**src/rtl/bram_port_arbiter_pkg.sv**
```systemverilog
`default_nettype none
// ============================================================================
// Module      : bram_port_arbiter_pkg
// Description : Shared sizing helpers for the BRAM port arbiter and its
//               tag FIFO (ceiling log2, max, index/pointer widths).
// Revision    : 1.0 - initial release
// ============================================================================
package bram_port_arbiter_pkg;

    // Ceiling log2; 0 for n <= 1.
    function automatic int log2_ceil(input int n);
        return (n <= 1) ? 0 : $clog2(n);
    endfunction

    function automatic int max_int(input int a, input int b);
        return (a > b) ? a : b;
    endfunction

    function automatic int min_int(input int a, input int b);
        return (a < b) ? a : b;
    endfunction

    // Width needed to index n items, never narrower than one bit.
    function automatic int idx_width_of(input int n);
        return max_int(1, log2_ceil(n));
    endfunction

endpackage
`default_nettype wire

```
**src/rtl/bram_port_arbiter_tag_fifo.sv**
```systemverilog
`default_nettype none
// ============================================================================
// Module      : bram_tag_fifo
// Description : In-order FIFO holding the requester index of each in-flight
//               read. Push and pop may coincide, including when full.
// Revision    : 1.0 - initial release
// ============================================================================
module bram_tag_fifo
    import bram_port_arbiter_pkg::*;
#(
    parameter int WIDTH     = 2,
    parameter int DEPTH     = 4,
    parameter int CNT_WIDTH = log2_ceil(DEPTH + 1)
) (
    input  logic                 clk,
    input  logic                 rstn,
    input  logic                 push,
    input  logic [WIDTH-1:0]     push_data,
    input  logic                 pop,
    output logic [WIDTH-1:0]     pop_data,
    output logic                 full,
    output logic                 empty,
    output logic [CNT_WIDTH-1:0] count
);

    localparam int                   PTR_WIDTH  = idx_width_of(DEPTH);
    localparam logic [PTR_WIDTH-1:0] C_LAST_PTR = PTR_WIDTH'(DEPTH - 1);
    localparam logic [CNT_WIDTH-1:0] C_DEPTH    = CNT_WIDTH'(DEPTH);

    logic [WIDTH-1:0]     r_mem [DEPTH];
    logic [PTR_WIDTH-1:0] r_wr_ptr;
    logic [PTR_WIDTH-1:0] r_rd_ptr;
    logic [CNT_WIDTH-1:0] r_count;
    logic                 w_push;
    logic                 w_pop;

    // A pop frees the slot the same-cycle push needs, so full only blocks a lone push.
    assign w_pop  = pop && (r_count != '0);
    assign w_push = push && ((r_count != C_DEPTH) || w_pop);

    function automatic logic [PTR_WIDTH-1:0] next_ptr(input logic [PTR_WIDTH-1:0] p);
        return (p == C_LAST_PTR) ? '0 : p + 1'b1;
    endfunction

    // Pointer and occupancy tracking.
    always_ff @(posedge clk or negedge rstn) begin
        if (!rstn) begin
            r_wr_ptr <= '0;
            r_rd_ptr <= '0;
            r_count  <= '0;
        end else begin
            if (w_push) r_wr_ptr <= next_ptr(r_wr_ptr);
            if (w_pop)  r_rd_ptr <= next_ptr(r_rd_ptr);
            case ({w_push, w_pop})
                2'b10:   r_count <= r_count + 1'b1;
                2'b01:   r_count <= r_count - 1'b1;
                default: r_count <= r_count;
            endcase
        end
    end

    // Storage; contents are don't-care while unoccupied, so no reset.
    always_ff @(posedge clk) begin
        if (w_push) r_mem[r_wr_ptr] <= push_data;
    end

    assign pop_data = r_mem[r_rd_ptr];
    assign full     = (r_count == C_DEPTH);
    assign empty    = (r_count == '0);
    assign count    = r_count;

endmodule
`default_nettype wire

```
**src/rtl/bram_port_arbiter.sv**
```systemverilog
`default_nettype none
// ============================================================================
// Module      : bram_port_arbiter
// Description : Round-robin arbiter sharing one BRAM port among NUM_REQ
//               requesters, with optional grant lock, registered command
//               issue and in-order read-response routing.
// Revision    : 1.0 - initial release
// ============================================================================
module bram_port_arbiter
    import bram_port_arbiter_pkg::*;
#(
    parameter int NUM_REQ         = 4,
    parameter int DATA_WIDTH      = 16,
    parameter int STRB_WIDTH      = DATA_WIDTH / 8,
    parameter int ADDR_WIDTH      = 8,
    parameter int MAX_OUTSTANDING = 4,
    parameter int IDX_WIDTH       = idx_width_of(NUM_REQ)
) (
    input  logic                             clk,
    input  logic                             rstn,
    input  logic [NUM_REQ-1:0]               req_valid,
    output logic [NUM_REQ-1:0]               req_ready,
    input  logic [NUM_REQ-1:0]               req_we,
    input  logic [NUM_REQ*STRB_WIDTH-1:0]    req_strb,
    input  logic [NUM_REQ*ADDR_WIDTH-1:0]    req_addr,
    input  logic [NUM_REQ*DATA_WIDTH-1:0]    req_data,
    input  logic [NUM_REQ-1:0]               req_lock,
    output logic [NUM_REQ-1:0]               rsp_valid,
    output logic [DATA_WIDTH-1:0]            rsp_data,
    output logic                             bram_rden,
    output logic                             bram_wren,
    output logic [STRB_WIDTH-1:0]            bram_wrstrb,
    output logic [ADDR_WIDTH-1:0]            bram_addr,
    output logic [DATA_WIDTH-1:0]            bram_din,
    input  logic [DATA_WIDTH-1:0]            bram_dout,
    input  logic                             bram_dack,
    output logic                             err_unexp_dack
);

    localparam int                   CNT_WIDTH  = log2_ceil(MAX_OUTSTANDING + 1);
    localparam logic [IDX_WIDTH-1:0] C_LAST_IDX = IDX_WIDTH'(NUM_REQ - 1);

    logic [IDX_WIDTH-1:0]  r_rr_ptr;
    logic [IDX_WIDTH-1:0]  r_lock_idx;
    logic                  r_lock_valid;
    logic                  r_rden;
    logic                  r_wren;
    logic [STRB_WIDTH-1:0] r_wrstrb;
    logic [ADDR_WIDTH-1:0] r_addr;
    logic [DATA_WIDTH-1:0] r_din;
    logic                  r_err;

    logic                  w_fifo_full;
    logic                  w_fifo_empty;
    logic [CNT_WIDTH-1:0]  w_fifo_count;
    logic [IDX_WIDTH-1:0]  w_tag;
    logic                  w_pop;
    logic                  w_read_ok;
    logic [NUM_REQ-1:0]    w_eligible;
    logic                  w_accept;
    logic [IDX_WIDTH-1:0]  w_grant_idx;
    logic                  w_sel_we;
    logic [STRB_WIDTH-1:0] w_sel_strb;
    logic [ADDR_WIDTH-1:0] w_sel_addr;
    logic [DATA_WIDTH-1:0] w_sel_data;

    // A dack that retires a read frees a slot for a read accepted in the same cycle.
    assign w_pop      = bram_dack && (w_fifo_count != '0);
    assign w_read_ok  = !w_fifo_full || w_pop;
    assign w_eligible = req_valid & (req_we | {NUM_REQ{w_read_ok}});

    // Grant selection: lock owner only, else first eligible after rr_ptr.
    always_comb begin
        logic [IDX_WIDTH-1:0] v_idx;
        int                   j;
        w_accept    = 1'b0;
        w_grant_idx = '0;
        v_idx       = '0;
        j           = 0;
        if (r_lock_valid) begin
            if (w_eligible[r_lock_idx]) begin
                w_accept    = 1'b1;
                w_grant_idx = r_lock_idx;
            end
        end else begin
            for (int k = 1; k <= NUM_REQ; k++) begin
                j = int'(r_rr_ptr) + k;
                if (j >= NUM_REQ) j = j - NUM_REQ;
                v_idx = IDX_WIDTH'(j);
                if (!w_accept && w_eligible[v_idx]) begin
                    w_accept    = 1'b1;
                    w_grant_idx = v_idx;
                end
            end
        end
    end

    assign req_ready  = w_accept ? (NUM_REQ'(1) << w_grant_idx) : '0;
    assign w_sel_we   = req_we[w_grant_idx];
    assign w_sel_strb = req_strb[int'(w_grant_idx)*STRB_WIDTH +: STRB_WIDTH];
    assign w_sel_addr = req_addr[int'(w_grant_idx)*ADDR_WIDTH +: ADDR_WIDTH];
    assign w_sel_data = req_data[int'(w_grant_idx)*DATA_WIDTH +: DATA_WIDTH];

    // Round-robin pointer and lock ownership.
    always_ff @(posedge clk or negedge rstn) begin
        if (!rstn) begin
            r_rr_ptr     <= C_LAST_IDX;
            r_lock_idx   <= '0;
            r_lock_valid <= 1'b0;
        end else if (w_accept) begin
            r_rr_ptr     <= w_grant_idx;
            r_lock_idx   <= w_grant_idx;
            r_lock_valid <= req_lock[w_grant_idx];
        end else if (r_lock_valid && (!req_valid[r_lock_idx] || !req_lock[r_lock_idx])) begin
            r_lock_valid <= 1'b0;
        end
    end

    // Command issue register: enables pulse for one cycle, payload holds otherwise.
    always_ff @(posedge clk or negedge rstn) begin
        if (!rstn) begin
            r_rden   <= 1'b0;
            r_wren   <= 1'b0;
            r_wrstrb <= '0;
            r_addr   <= '0;
            r_din    <= '0;
        end else begin
            r_rden <= w_accept && !w_sel_we;
            r_wren <= w_accept && w_sel_we;
            if (w_accept) begin
                r_wrstrb <= w_sel_we ? w_sel_strb : '0;
                r_addr   <= w_sel_addr;
                r_din    <= w_sel_data;
            end
        end
    end

    // Sticky flag for a dack that has no read to retire.
    always_ff @(posedge clk or negedge rstn) begin
        if (!rstn)                          r_err <= 1'b0;
        else if (bram_dack && w_fifo_empty) r_err <= 1'b1;
    end

    bram_tag_fifo #(
        .WIDTH     (IDX_WIDTH),
        .DEPTH     (MAX_OUTSTANDING),
        .CNT_WIDTH (CNT_WIDTH)
    ) u_tag_fifo (
        .clk       (clk),
        .rstn      (rstn),
        .push      (w_accept && !w_sel_we),
        .push_data (w_grant_idx),
        .pop       (bram_dack),
        .pop_data  (w_tag),
        .full      (w_fifo_full),
        .empty     (w_fifo_empty),
        .count     (w_fifo_count)
    );

    assign rsp_valid      = w_pop ? (NUM_REQ'(1) << w_tag) : '0;
    assign rsp_data       = w_pop ? bram_dout : '0;
    assign bram_rden      = r_rden;
    assign bram_wren      = r_wren;
    assign bram_wrstrb    = r_wrstrb;
    assign bram_addr      = r_addr;
    assign bram_din       = r_din;
    assign err_unexp_dack = r_err;

endmodule
`default_nettype wire

```
**config.mk**
```make
export PLATFORM = sky130hd
export DESIGN_NAME = bram_port_arbiter
export DESIGN_NICKNAME = d
export VERILOG_FILES = /design/src/rtl/bram_port_arbiter_pkg.sv /design/src/rtl/bram_port_arbiter_tag_fifo.sv /design/src/rtl/bram_port_arbiter.sv
export SDC_FILE = /design/constraint.sdc
export NUM_CORES = 1
export LEC_CHECK = 0
export BUFFER_PORTS_ARGS = -buffer_cell sky130_fd_sc_hd__buf_2
export CORE_ASPECT_RATIO = 0.5
export CORE_MARGIN = 2
export CORE_UTILIZATION = 46
export CTS_BUF_LIST = sky130_fd_sc_hd__clkbuf_4 sky130_fd_sc_hd__clkbuf_8
export DETAILED_ROUTE_END_ITERATION = 8
export PLACE_DENSITY = 0.84
export SETUP_SLACK_MARGIN = 0.3
export SKIP_CTS_REPAIR_TIMING = 1
export SLEW_MARGIN = 40
export SYNTH_ARGS = -nofsm -noshare
export SYNTH_HDL_FRONTEND = slang
export SYNTH_SLANG_ARGS = --single-unit
```
**constraint.sdc**
```tcl
create_clock -name clk -period 4.6 [get_ports clk]
set_input_delay 0.92 -clock clk [delete_from_list [all_inputs] [get_ports clk]]
set_output_delay 0.92 -clock clk [all_outputs]
set_load 0.02 [all_outputs]
```
---- Word level (Yosys, flattened, before mapping) ----
Memories as Yosys holds them, arrays and structs flattened.
Index checks and enable logic that the tools add are counted.
operators by class
  reductions and logical operators ........ 23
  bitwise gates (word level) .............. 2
  $lt $le $gt $ge ......................... 10
  equal/unequal tests ..................... 6
  shift-type cells ........................ 5
  multiplexer cells ....................... 52
  add/subtract/negate cells ............... 12
operators by type and width
  operator             count
  $shiftx 64x7->16     1
  $mux 2               17
  $shiftx 32x6->8      1
  $mux 1               22
  $bmux 1 s2           9
  $lt 2x3->1 const B   6
  $mux 16              1
  $ge 3x3->1 const B   3
  $logic_and 1x1->1    9
  $mux 4               2
  $shiftx 8x4->2       1
  $shl 1x2->4 const A  2
  $sub 2x1->2 const B  4
  $logic_not 1->1      7
  $add 2x2->3 const B  2
  $eq 2x2->1 const B   3
  $pmux 3 s2           1
  $add 2x1->2 const B  2
  $add 2x3->4 const B  1
  $and 4x4->4          1
  $ge 4x3->1 const B   1
  $or 4x4->4           1
  $reduce_bool 2->1    2
  $add 2x1->3 const B  1
  other kinds (8)      10
storage, ports and cells
  memories ................................ 1
  bits in writable memories ............... 8
  bits in registers ....................... 41
  output and inout port bits .............. 53
  input bits .............................. 135
memory list
  name              words  bits a word  read ports  clocked after memory_dff  wr ports  RTL line                          RTL
  u_tag_fifo.r_mem  4      2            1           0                         1         bram_port_arbiter_tag_fifo.sv:30  logic [WIDTH-1:0] r_mem [DEPTH];

---- Depth between registers and ports, before layout ----
Gate-level depths: netlist of the first run.
  word-level depth ........................ 28
  mapped depth ............................ 16
  mapped depth without buffers ............ 13

---- Cells and area by module ----
A second synthesis of the first run with hierarchy kept.
unflattened totals
  cells, all modules ...................... 335
  area total of the unflattened synthesis .. 3,497.1 µm²
by module, submodules not included
  module             area each (µm²)  instances  sequential area each (µm²)  cells an instance
  bram_port_arbiter  2,665.1          1          853.3                       272
  bram_tag_fifo      832.0            1          415.4                       63

---- Least setup slack after synthesis of the first run ----
OpenSTA, ideal clock, no wires.
  kind .................................... input to output
  from .................................... in bram_dack
  to ...................................... out req_ready[0]
  arrival time ............................ 3,401 ps
  stages on the path ...................... 10
  slack ................................... 279 ps
  data required time ...................... 3,680 ps
  cell sequence ........................... or4b_4 -> buf_6 -> o21a_4 -> or3_4 -> a2111oi_4 -> a311oi_4 -> buf_6 -> buf_6 -> buf_2 -> nor2_1
on the way
  longest elaborated chain between the ends .. 22
  elaborated cells between the ends (all ways) .. 37
  those cells by class .................... shift (1); mux (26); bitwise (2); reduce/logical (8)
ends and longest elaborated chain
  what                          RTL line                          RTL
  start: declaration            bram_port_arbiter.sv:36           input logic bram_dack,
  $logic_and 1x1->1 (*)         bram_port_arbiter.sv:68           assign w_pop = bram_dack && (w_fifo_count != '0);
  $logic_or 1x1->1 (*)          bram_port_arbiter.sv:69           assign w_read_ok = !w_fifo_full || w_pop;
  $or 4x4->4 (*)                bram_port_arbiter.sv:70           assign w_eligible = req_valid & (req_we | {NUM_REQ{w_read_ok}});
  $and 4x4->4 (*)               bram_port_arbiter.sv:70
  $bmux 1 s2                    bram_port_arbiter.sv:90           if (!w_accept && w_eligible[v_idx]) begin
  $mux 1 (not written as such)  bram_port_arbiter.sv:90
  $mux 1                        bram_port_arbiter.sv:90
  $mux 1                        bram_port_arbiter.sv:80           if (r_lock_valid) begin
  [7 not listed]                -
  $mux 1                        bram_port_arbiter.sv:80
  $logic_not 1->1               bram_port_arbiter.sv:90
  $logic_and 1x1->1             bram_port_arbiter.sv:90
  $mux 2                        bram_port_arbiter.sv:90
  $mux 2 (*)                    bram_port_arbiter.sv:80
  net u_tag_fifo.push_data[1]   bram_port_arbiter_tag_fifo.sv:18  input logic [WIDTH-1:0] push_data,
  $shl 1x2->4 (*)               bram_port_arbiter.sv:98           assign req_ready = w_accept ? (NUM_REQ'(1) << w_grant_idx) : '0;
  $mux 4 (*)                    bram_port_arbiter.sv:98
  end: declaration              bram_port_arbiter.sv:22           output logic [NUM_REQ-1:0] req_ready,
The timed path passes the listed nets; every way through them passes the cells marked *. The select of a mux whose other input is x is not followed.

---- Worst setup path in the final report of the first run ----
  from .................................... in bram_dack
  to ...................................... out req_ready[3]
on the way
  longest elaborated chain between the ends .. 22
  elaborated cells between the ends (all ways) .. 37
  those cells by class .................... shift (1); mux (26); bitwise (2); reduce/logical (8)
ends and longest elaborated chain
  what                          RTL line
  $logic_and 1x1->1 (*)         bram_port_arbiter.sv:68
  $logic_or 1x1->1 (*)          bram_port_arbiter.sv:69
  $or 4x4->4 (*)                bram_port_arbiter.sv:70
  $and 4x4->4 (*)               bram_port_arbiter.sv:70
  $bmux 1 s2                    bram_port_arbiter.sv:90
  $mux 1 (not written as such)  bram_port_arbiter.sv:90
  $mux 1                        bram_port_arbiter.sv:90
  $mux 1                        bram_port_arbiter.sv:80
  [6 not listed]                -
  $mux 1                        bram_port_arbiter.sv:90
  $mux 1                        bram_port_arbiter.sv:80
  $logic_not 1->1               bram_port_arbiter.sv:90
  $logic_and 1x1->1             bram_port_arbiter.sv:90
  $mux 2                        bram_port_arbiter.sv:90
  $mux 2                        bram_port_arbiter.sv:80
  $shl 1x2->4                   bram_port_arbiter.sv:98
  $mux 4 (*)                    bram_port_arbiter.sv:98
Every way passes the cells marked *; elsewhere a longest branch is shown, timed or not. The select of a mux whose other input is x is not followed.

==> reports/metrics.yaml, run 1 <==
internal_power_mw: 1.76
ant_nets: 0
drc_errors: 0
start_util_pct: 48.0
area_growth_pct: 34.1
hp-start: "err_unexp_dack$_DFFE_PN0P_"
p_per_area_nw_per_um2: 750
ys.flop_type: "dfrtp_1"
tns_ns: 0
max_cap_viol_count: 0
ys_ff_latch: 49
syn_avg_cell_area_um2: 10.9
stdcell_count: 572
h-tree-depth: 2
power_frac_comb_pct: 65.9
core_area_um2: 6750
hp-class: "reg -> reg"
clock_path_buffers: 2
n_antenna_cell: 0
p_leak_nw: 2.18
p_clk_share_pct: 7.9
p_switching_mw: 1.50
dp_hpwl_mm: 6.51
final_design_area_no_fill_um2: 4340
drt_iter0_drc: 149
sw_frac_of_total_pct: 45.9
whs_ns: 0.456
wl_mm: 8.24
synthesis.area_um2: 3240
vias: 2999
netlist_top_cells_area: "dfrtp_1 30%, mux2i_1 9.3%, edfxtp_1 7.4%"
status: "finished, final reports clean"
synthCells: 296
cts-root-buf: "clkbuf_8"
ios: 188
wl_per_cell_um: 14.4
critPathMaxFanout: 10
grt_pass1_wl_mm: 13.4
path_common_cell: "buf_2"
syn_nets: 438
grt.total_usage_pct: 21.7
period_needed_ns: 4.16
crit_path_start_kind: "input pin"
critPathKind: "in -> out"
cts_tree: "yes"
fin_total_pwr_mw: 3.26
io_buffers: 187
grt_antenna_before_repair: 0
die_area_um2: 7770
power_frac_seq_pct: 26.3
clk-insertion-delay-late_ns: 0.30
slew_viol_final: 0
vias_per_cell: 5.24
fin_crit_sh_pct: 90.4
synth.largest_area_cell: "dfrtp_1"
setup-violations-final: 0
synth-edff-count: 8
grt_max_degree: 42
setup_ws_ns: 0.441
placedInstanceArea_um2: 4250
cts.clk_slew.worst_paths_ns: 0.08
gpl.final_weighted_congestion: 0.906
hold_viol: 0
critical_path.startpoint: "bram_dack"
arrival_ns: 3.24
skew_ns: 0.0106
required_ns: 3.68
endpoint_kind: "output port"
path_cells: "buf_2, or4b_4, o21ai_2, and2_1, o211ai_1, a311oi_4, buf_4, nor2b_1, buf_2"
max_slew_margin_pct: 63.6
fillers: 555
cpPeakStageDelay_ns: 0.54
nNetsFinal: 622
die_w_um: 123
rsz0062_at_grt: "false"
fmax_mhz: 240
utilization_pct: 64.3
first_global_vias: 2946
die_h_um: 63.3
ir_drop_mv: 0.315
layout-drive-gt1-share_pct: 53.3
row_count: 21
place_ws_ns: 0.305
dr.pass1.iters: 5
yosysWarnings: 0
seq_area_frac_synth_pct: 39.2
crit_slowest_cell: "or4b_4"
rrSetupSlack_ns: 0.88
post_synth_num_cell_types: 50
synth_top_cell_area_share_pct: 30.1
tightestPinTransition_ns: 0.546
dp.cells: 565
synth-async-reset-ratio_pct: 83.7
rr_startpoint: "u_tag_fifo.count[0]$_DFFE_PN0P_"
overflow: 0
cts_num_sinks: 49
cts_buffers: 5
power by group through the flow:
stage	combinational (mW)	clock [mW]	sequential, mW
2_1_floorplan	1.50	0	0.986
3_3_place_gp	2.10	0	0.856
3_5_place_dp	2.16	0	0.862
4_1_cts	2.16	0.263	0.855
5_1_grt	2.34	0.284	0.884
6_report	2.15	0.256	0.856
cell usage in the layout (no fill, tap or decap), drive strengths merged, types with 3 or more instances in the layout:
master / count
a31oi: 5
dfrtp: 39
inv: 11
o22ai: 24
nand3: 3
mux4: 3
nor2b: 6
a21oi: 26
o21ai: 6
buf: 197
mux2: 28
a21o: 4
clkbuf: 6
ha: 6
nand2: 13
nor2: 12
o221ai: 3
edfxtp: 8
mux2i: 31
and2: 19
o211ai: 3
worst paths after layout:
check	end	depth (start not counted)
max reg2reg	u_tag_fifo.count[2]$_DFFE_PN0P_	13
min in group asynchronous	u_tag_fifo.r_rd_ptr[1]$_DFFE_PN0N_	1
max	req_ready[3]	9
max in group asynchronous	r_rr_ptr[1]$_DFFE_PN1P_	1
min	err_unexp_dack$_DFFE_PN0P_	1
min reg2reg	err_unexp_dack$_DFFE_PN0P_	1
final cells by class:
| class | instances | area (um2) | area share (%) |
|---|---|---|---|
| Sequential cell | 49 | 1270 | 29.2 |
| Tap cell | 92 | 115 | 2.65 |
| Timing Repair Buffer | 197 | 1010 | 23.3 |
| Inverter | 10 | 37.5 | 0.864 |
| Clock buffer | 6 | 82.6 | 1.90 |
| Clock inverter | 1 | 6.26 | 0.144 |
| Multi-Input combinational cell | 217 | 1820 | 41.9 |
registers in the layout, summed over array words and instances (netlist names):
| name | flops |
|---|---|
| bram_din | 16 |
| bram_addr | 8 |
| u_tag_fifo.r_mem | 8 |
| u_tag_fifo.count | 3 |
| bram_wrstrb | 2 |
| r_lock_idx | 2 |
| r_rr_ptr | 2 |
| u_tag_fifo.r_rd_ptr | 2 |
| u_tag_fifo.r_wr_ptr | 2 |
| bram_rden | 1 |
| bram_wren | 1 |
| err_unexp_dack | 1 |
| r_lock_valid | 1 |
cells by family after synthesis:
family / synth area share, %
adders and majority gates: 2.94
muxes: 22.4
xor gates and xnor gates: 0.812
AOI/OAI and AO/OA: 19.7
DFF: 39.2
buffers and inverters: 4.79
and+or+nand+nor: 10.2
synth_stat cells, types with 2 or more instances:
cell and instances:
nor2b_1 6, a21o_1 4, a31oi_1 5, buf_2 4, a21oi_1 26, and3_1 2
nand2_1 13, clkbuf_1 11, dfrtp_1 39, o211ai_1 3, ha_1 6, nand3_1 3
nor3_1 2, mux2i_1 30, a21boi_0 2, mux2_2 20, mux4_2 3, buf_6 5
dfstp_2 2, o221ai_1 3, mux2_4 8, o21ai_0 3, o22ai_1 18, o22ai_2 6
inv_1 9, xor2_1 2, edfxtp_1 8, and2_1 19, nor2_1 12, o21ai_2 2
per-layer routing:
layer / track usage [%] / vias up / wire (um)
met5: 0 / - / 0
met3: 3.35 / 11 / 375
met4: 5.89 / 0 / 99
met2: 40.0 / 99 / 4350
li1: - / 1461 / -
met1: 26.4 / 1428 / 3410
critical path, delay by kind of cell:
family                 cells  cell delay [ns]
AND/OR/NAND/NOR            3             0.88
AO/OA/AOI/OAI              3             0.87
buffers and inverters      3             0.56
No activity file was read; power rests on OpenSTA's default activity.
==> inputs of run 2 (changes only) <==
- CORE_MARGIN: 2 -> not set
==> reports/metrics.yaml, run 2 (same netlist as run 1, synthesis figures left out) <==
ios: 188  # unchanged
required_ns: 3.68  # about the same
fmax_mhz: 237  # -1.5%
die_h_um: 61.3  # -3.2%
max_slew_margin_pct: 62.9  # -0.67 points
cts_tree: "yes"
vias: 2994  # -0.17%
placedInstanceArea_um2: 4250  # -0.18%
n_antenna_cell: 0  # unchanged
final_cell_mix: "186 x buf_2, 39 x dfrtp_1, 30 x mux2i_1"
die_w_um: 121  # -1.6%
wl_per_cell_um: 14.2  # -1.4%
drc_errors: 0  # unchanged
skew_ns: 0.00744  # -0.00311 ns
row_count: 21  # unchanged
stdcell_count: 572  # unchanged
grt.total_usage_pct: 21.6  # -0.089 points
crit_slowest_cell: "or4b_4"
cts.clk_slew.worst_paths_ns: 0.09  # about the same
max_cap_viol_count: 0  # unchanged
h-tree-depth: 2  # unchanged
cts_buffers: 5  # unchanged
arrival_ns: 3.30  # +0.06 ns
largest_register_ffs: 16  # unchanged
hold_depth: 1  # unchanged
hold_viol: 0  # unchanged
clk-insertion-delay-late_ns: 0.31  # about the same
core_area_um2: 6750  # unchanged
fin_crit_sh_pct: 91.8  # +1.4 points
cp_num_buf_inv: 3  # unchanged
tightestPinTransition_ns: 0.549  # +0.00281 ns
ant_nets: 0  # unchanged
clock_path_buffers: 2  # unchanged
overflow: 0  # unchanged
area_growth_pct: 35.4
gpl.final_weighted_congestion: 0.909  # +0.42%
grt_antenna_before_repair: 0  # unchanged
tns_ns: 0  # unchanged
io_buffers: 187  # unchanged
worst-r2r-cell-count: 13  # unchanged
path_depth: 9  # unchanged
path_cells: "buf_2, or4b_4, o21a_4, or3_4, a2111oi_4, a311oi_4, buf_6, and2_1, buf_2"
grt_max_degree: 42  # unchanged
mostFrequentLayoutCell: "buf_2"
wl_mm: 8.12  # -1.4%
cpPeakStageDelay_ns: 0.54  # about the same
whs_ns: 0.466  # +0.00979 ns
slew_viol_final: 0  # unchanged
hp-start: "err_unexp_dack$_DFFE_PN0P_"
setup_ws_ns: 0.377  # -0.0637 ns
critPathKind: "in -> out"
fin_total_pwr_mw: 3.31  # +1.7%
grt_pass1_wl_mm: 12.4  # -8.0%
cts-root-buf: "clkbuf_8"
drt_iter0_drc: 110  # -26%
crit_path_start_kind: "input pin"
layout-drive-gt1-share_pct: 53.3  # unchanged
dp.cells: 564  # -0.18%
endpoint_kind: "output port"
critPathMaxFanout: 22  # +12
first_global_vias: 2788  # -5.4%
cts_num_sinks: 49  # unchanged
critical_path.startpoint: "bram_dack"
dr.pass1.iters: 4  # -1
period_needed_ns: 4.22  # +0.0637 ns
p_per_area_nw_per_um2: 756  # +0.78%
place_ws_ns: 0.301  # -0.00384 ns
nNetsFinal: 621  # -0.16%
ir_drop_mv: 0.355  # +13%
start_util_pct: 48.0  # unchanged
path_common_cell: "buf_2"
hp-class: "reg -> reg"
utilization_pct: 64.9  # +0.61 points
die_area_um2: 7400  # -4.7%
setup-violations-final: 0  # unchanged
vias_per_cell: 5.23  # -0.17%
final_design_area_no_fill_um2: 4380  # +0.95%
p_leak_nw: 2.19  # +0.40%
status: "finished, final reports clean"
dp_hpwl_mm: 6.36  # -2.4%
rsz0062_at_grt: "false"
cp_top_family: "simple AND/OR/NAND/NOR gates"
rr_startpoint: "u_tag_fifo.count[0]$_DFFE_PN0P_"
## run 2: final cells by class
cell class	instances	area, um2
tap	92	115
multi-input combinational	217	1840
inverter	10	37.5
sequential	49	1270
fill	551	2370
timing repair buffer	196	1010
clock inverter	2	38.8
clock buffer	6	76.3
## run 2: worst paths after layout
path | slack (ns) | end
setup / recovery | 0.38 | req_ready[2]
hold / removal | 0.47 | err_unexp_dack$_DFFE_PN0P_
setup reg to reg | 0.86 | u_tag_fifo.count[2]$_DFFE_PN0P_
hold reg to reg | 0.47 | err_unexp_dack$_DFFE_PN0P_
max in group asynchronous | 3.64 | r_rr_ptr[1]$_DFFE_PN1P_
min in group asynchronous | 0.57 | r_lock_idx[0]$_DFFE_PN0P_
## run 2: power breakdown
group / leakage, nW / switching, mW / total (mW) / internal, mW
clock: 0.0588 / 0.142 / 0.311 / 0.169
sequential: 0.546 / 0.162 / 0.856 / 0.694
combinational: 1.58 / 1.20 / 2.15 / 0.949
## run 2: layer usage
layer	up-vias	wire, um	GRT usage (%)	share of wire [%]
met1	1429	3300	24.4	41
met5	-	0	0	0
met3	9	360	4.26	4.4
met4	0	86	6.70	1.1
met2	91	4370	43.0	54
li1	1465	-	-	-
==> inputs of run 3 (changes only) <==
- CAP_MARGIN: not set -> 20
- CORE_UTILIZATION: 46 -> 45
- CTS_BUF_LIST: sky130_fd_sc_hd__clkbuf_4 sky130_fd_sc_hd__clkbuf_8 -> not set
- PLACE_DENSITY: 0.84 -> 0.82
==> reports/metrics.yaml, run 3 (same netlist as run 1, synthesis figures left out) <==
fin_total_pwr_mw: 3.39  # +2.2%
crit_path_start_kind: "input pin"
hp-class: "reg -> reg"
cts-root-buf: "clkbuf_16"
placedInstanceArea_um2: 4240  # -0.18%
core_area_um2: 6810  # +0.78%
clock_path_buffers: 2  # unchanged
nNetsFinal: 622  # +0.16%
max_slew_margin_pct: 65.2  # +2.3 points
grt.total_usage_pct: 22.0  # +0.41 points
period_needed_ns: 4.24  # +0.0166 ns
ir_drop_mv: 0.339  # -4.4%
crit_slowest_cell: "or4b_4"
p_per_area_nw_per_um2: 767  # +1.5%
cp_top_family: "simple AND/OR/NAND/NOR gates"
die_area_um2: 7560  # +2.2%
fmax_mhz: 236  # -0.39%
utilization_pct: 64.9  # about the same
die_w_um: 122  # +1.1%
row_count: 21  # unchanged
skew_ns: 0.00803  # +0.000589 ns
rsz0062_at_grt: "true"
final_cell_mix: "186 x buf_2, 39 x dfrtp_1, 30 x mux2i_1"
wl_per_cell_um: 14.2  # +0.38%
ant_nets: 0  # unchanged
status: "finished, final reports clean"
grt_max_degree: 42  # unchanged
overflow: 0  # unchanged
tns_ns: 0  # unchanged
vias: 3046  # +1.7%
grt_antenna_before_repair: 0  # unchanged
largest_register_ffs: 16  # unchanged
dp_hpwl_mm: 6.28  # -1.1%
setup-violations-final: 0  # unchanged
n_antenna_cell: 0  # unchanged
whs_ns: 0.462  # -0.00345 ns
wl_mm: 8.16  # +0.55%
clk-insertion-delay-late_ns: 0.29  # -0.02 ns
gpl.final_weighted_congestion: 0.882  # -3.1%
cts_num_sinks: 49  # unchanged
h-tree-depth: 2  # unchanged
cts_buffers: 5  # unchanged
critPathMaxFanout: 26  # +18%
tightestPinTransition_ns: 0.522  # -0.0271 ns
path_cells: "buf_2, or4b_4, o21ai_2, and2_1, o211ai_1, a311oi_4, buf_6, and2_1, buf_2"
setup_ws_ns: 0.361  # -0.0166 ns
vias_per_cell: 5.32  # +1.6%
required_ns: 3.68  # about the same
p_leak_nw: 2.21  # +1.1%
ios: 188  # unchanged
first_global_vias: 2923  # +4.8%
drc_errors: 0  # unchanged
cts.clk_slew.worst_paths_ns: 0.07  # -0.02 ns
layout-drive-gt1-share_pct: 53.2  # -0.11 points
dp.cells: 563  # -0.18%
stdcell_count: 573  # +0.17%
fin_crit_sh_pct: 92.2  # +0.36 points
endpoint_kind: "output port"
mostFrequentLayoutCell: "buf_2"
area_growth_pct: 36.4
final_design_area_no_fill_um2: 4420  # +0.74%
grt_pass1_wl_mm: 12.9  # +4.6%
max_cap_viol_count: 0  # unchanged
slew_viol_final: 0  # unchanged
critPathKind: "in -> out"
start_util_pct: 47.6  # -0.37 points
die_h_um: 62.0  # +1.1%
place_ws_ns: 0.258  # -0.0426 ns
drt_iter0_drc: 109  # -0.91%
arrival_ns: 3.32  # +0.02 ns
hold_viol: 0  # unchanged
cp_num_buf_inv: 3  # unchanged
dr.pass1.iters: 4  # unchanged
fillers: 547  # -0.73%
cts_tree: "yes"
io_buffers: 187  # unchanged
cpPeakStageDelay_ns: 0.54  # about the same
==> run 3: path summary, 6_finish.rpt <==
| path | slack (ns) | start | endpoint | cells past startpoint |
|---|---|---|---|---|
| worst max-delay path | 0.36 | bram_dack | req_ready[2] | 9 |
| worst min-delay path | 0.46 | err_unexp_dack$_DFFE_PN0P_ | err_unexp_dack$_DFFE_PN0P_ | 1 |
| worst max register to register | 0.75 | u_tag_fifo.count[0]$_DFFE_PN0P_ | u_tag_fifo.count[2]$_DFFE_PN0P_ | 14 |
| worst min register to register | 0.46 | err_unexp_dack$_DFFE_PN0P_ | err_unexp_dack$_DFFE_PN0P_ | 1 |
| max in group asynchronous | 3.62 | rstn | r_rr_ptr[0]$_DFFE_PN1P_ | 1 |
| min in group asynchronous | 0.60 | rstn | err_unexp_dack$_DFFE_PN0P_ | 1 |
==> run 3: power breakdown <==
group	switching [mW]	internal, mW	total (mW)
clock	0.151	0.234	0.385
sequential	0.162	0.695	0.857
combinational	1.20	0.950	2.15
total	1.51	1.88	3.39
==> run 3: layout make-up <==
cell class	count	area, um2	share of cell area, %
Tap cell	92	115	2.61
Clock buffer	7	154	3.48
Sequential cell	49	1270	28.7
Inverter	10	37.5	0.850
Clock inverter	1	5.00	0.113
Timing Repair Buffer	197	1020	23.0
Multi-Input combinational cell	217	1820	41.2
==> run 3: per-layer routing <==
layer | vias to the layer above | track usage, % | wire length [um]
met3 | 12 | 4.38 | 481
met1 | 1450 | 23.9 | 3100
li1 | 1462 | - | -
met4 | 0 | 6.53 | 106
met5 | - | 0 | 0
met2 | 122 | 45.0 | 4470
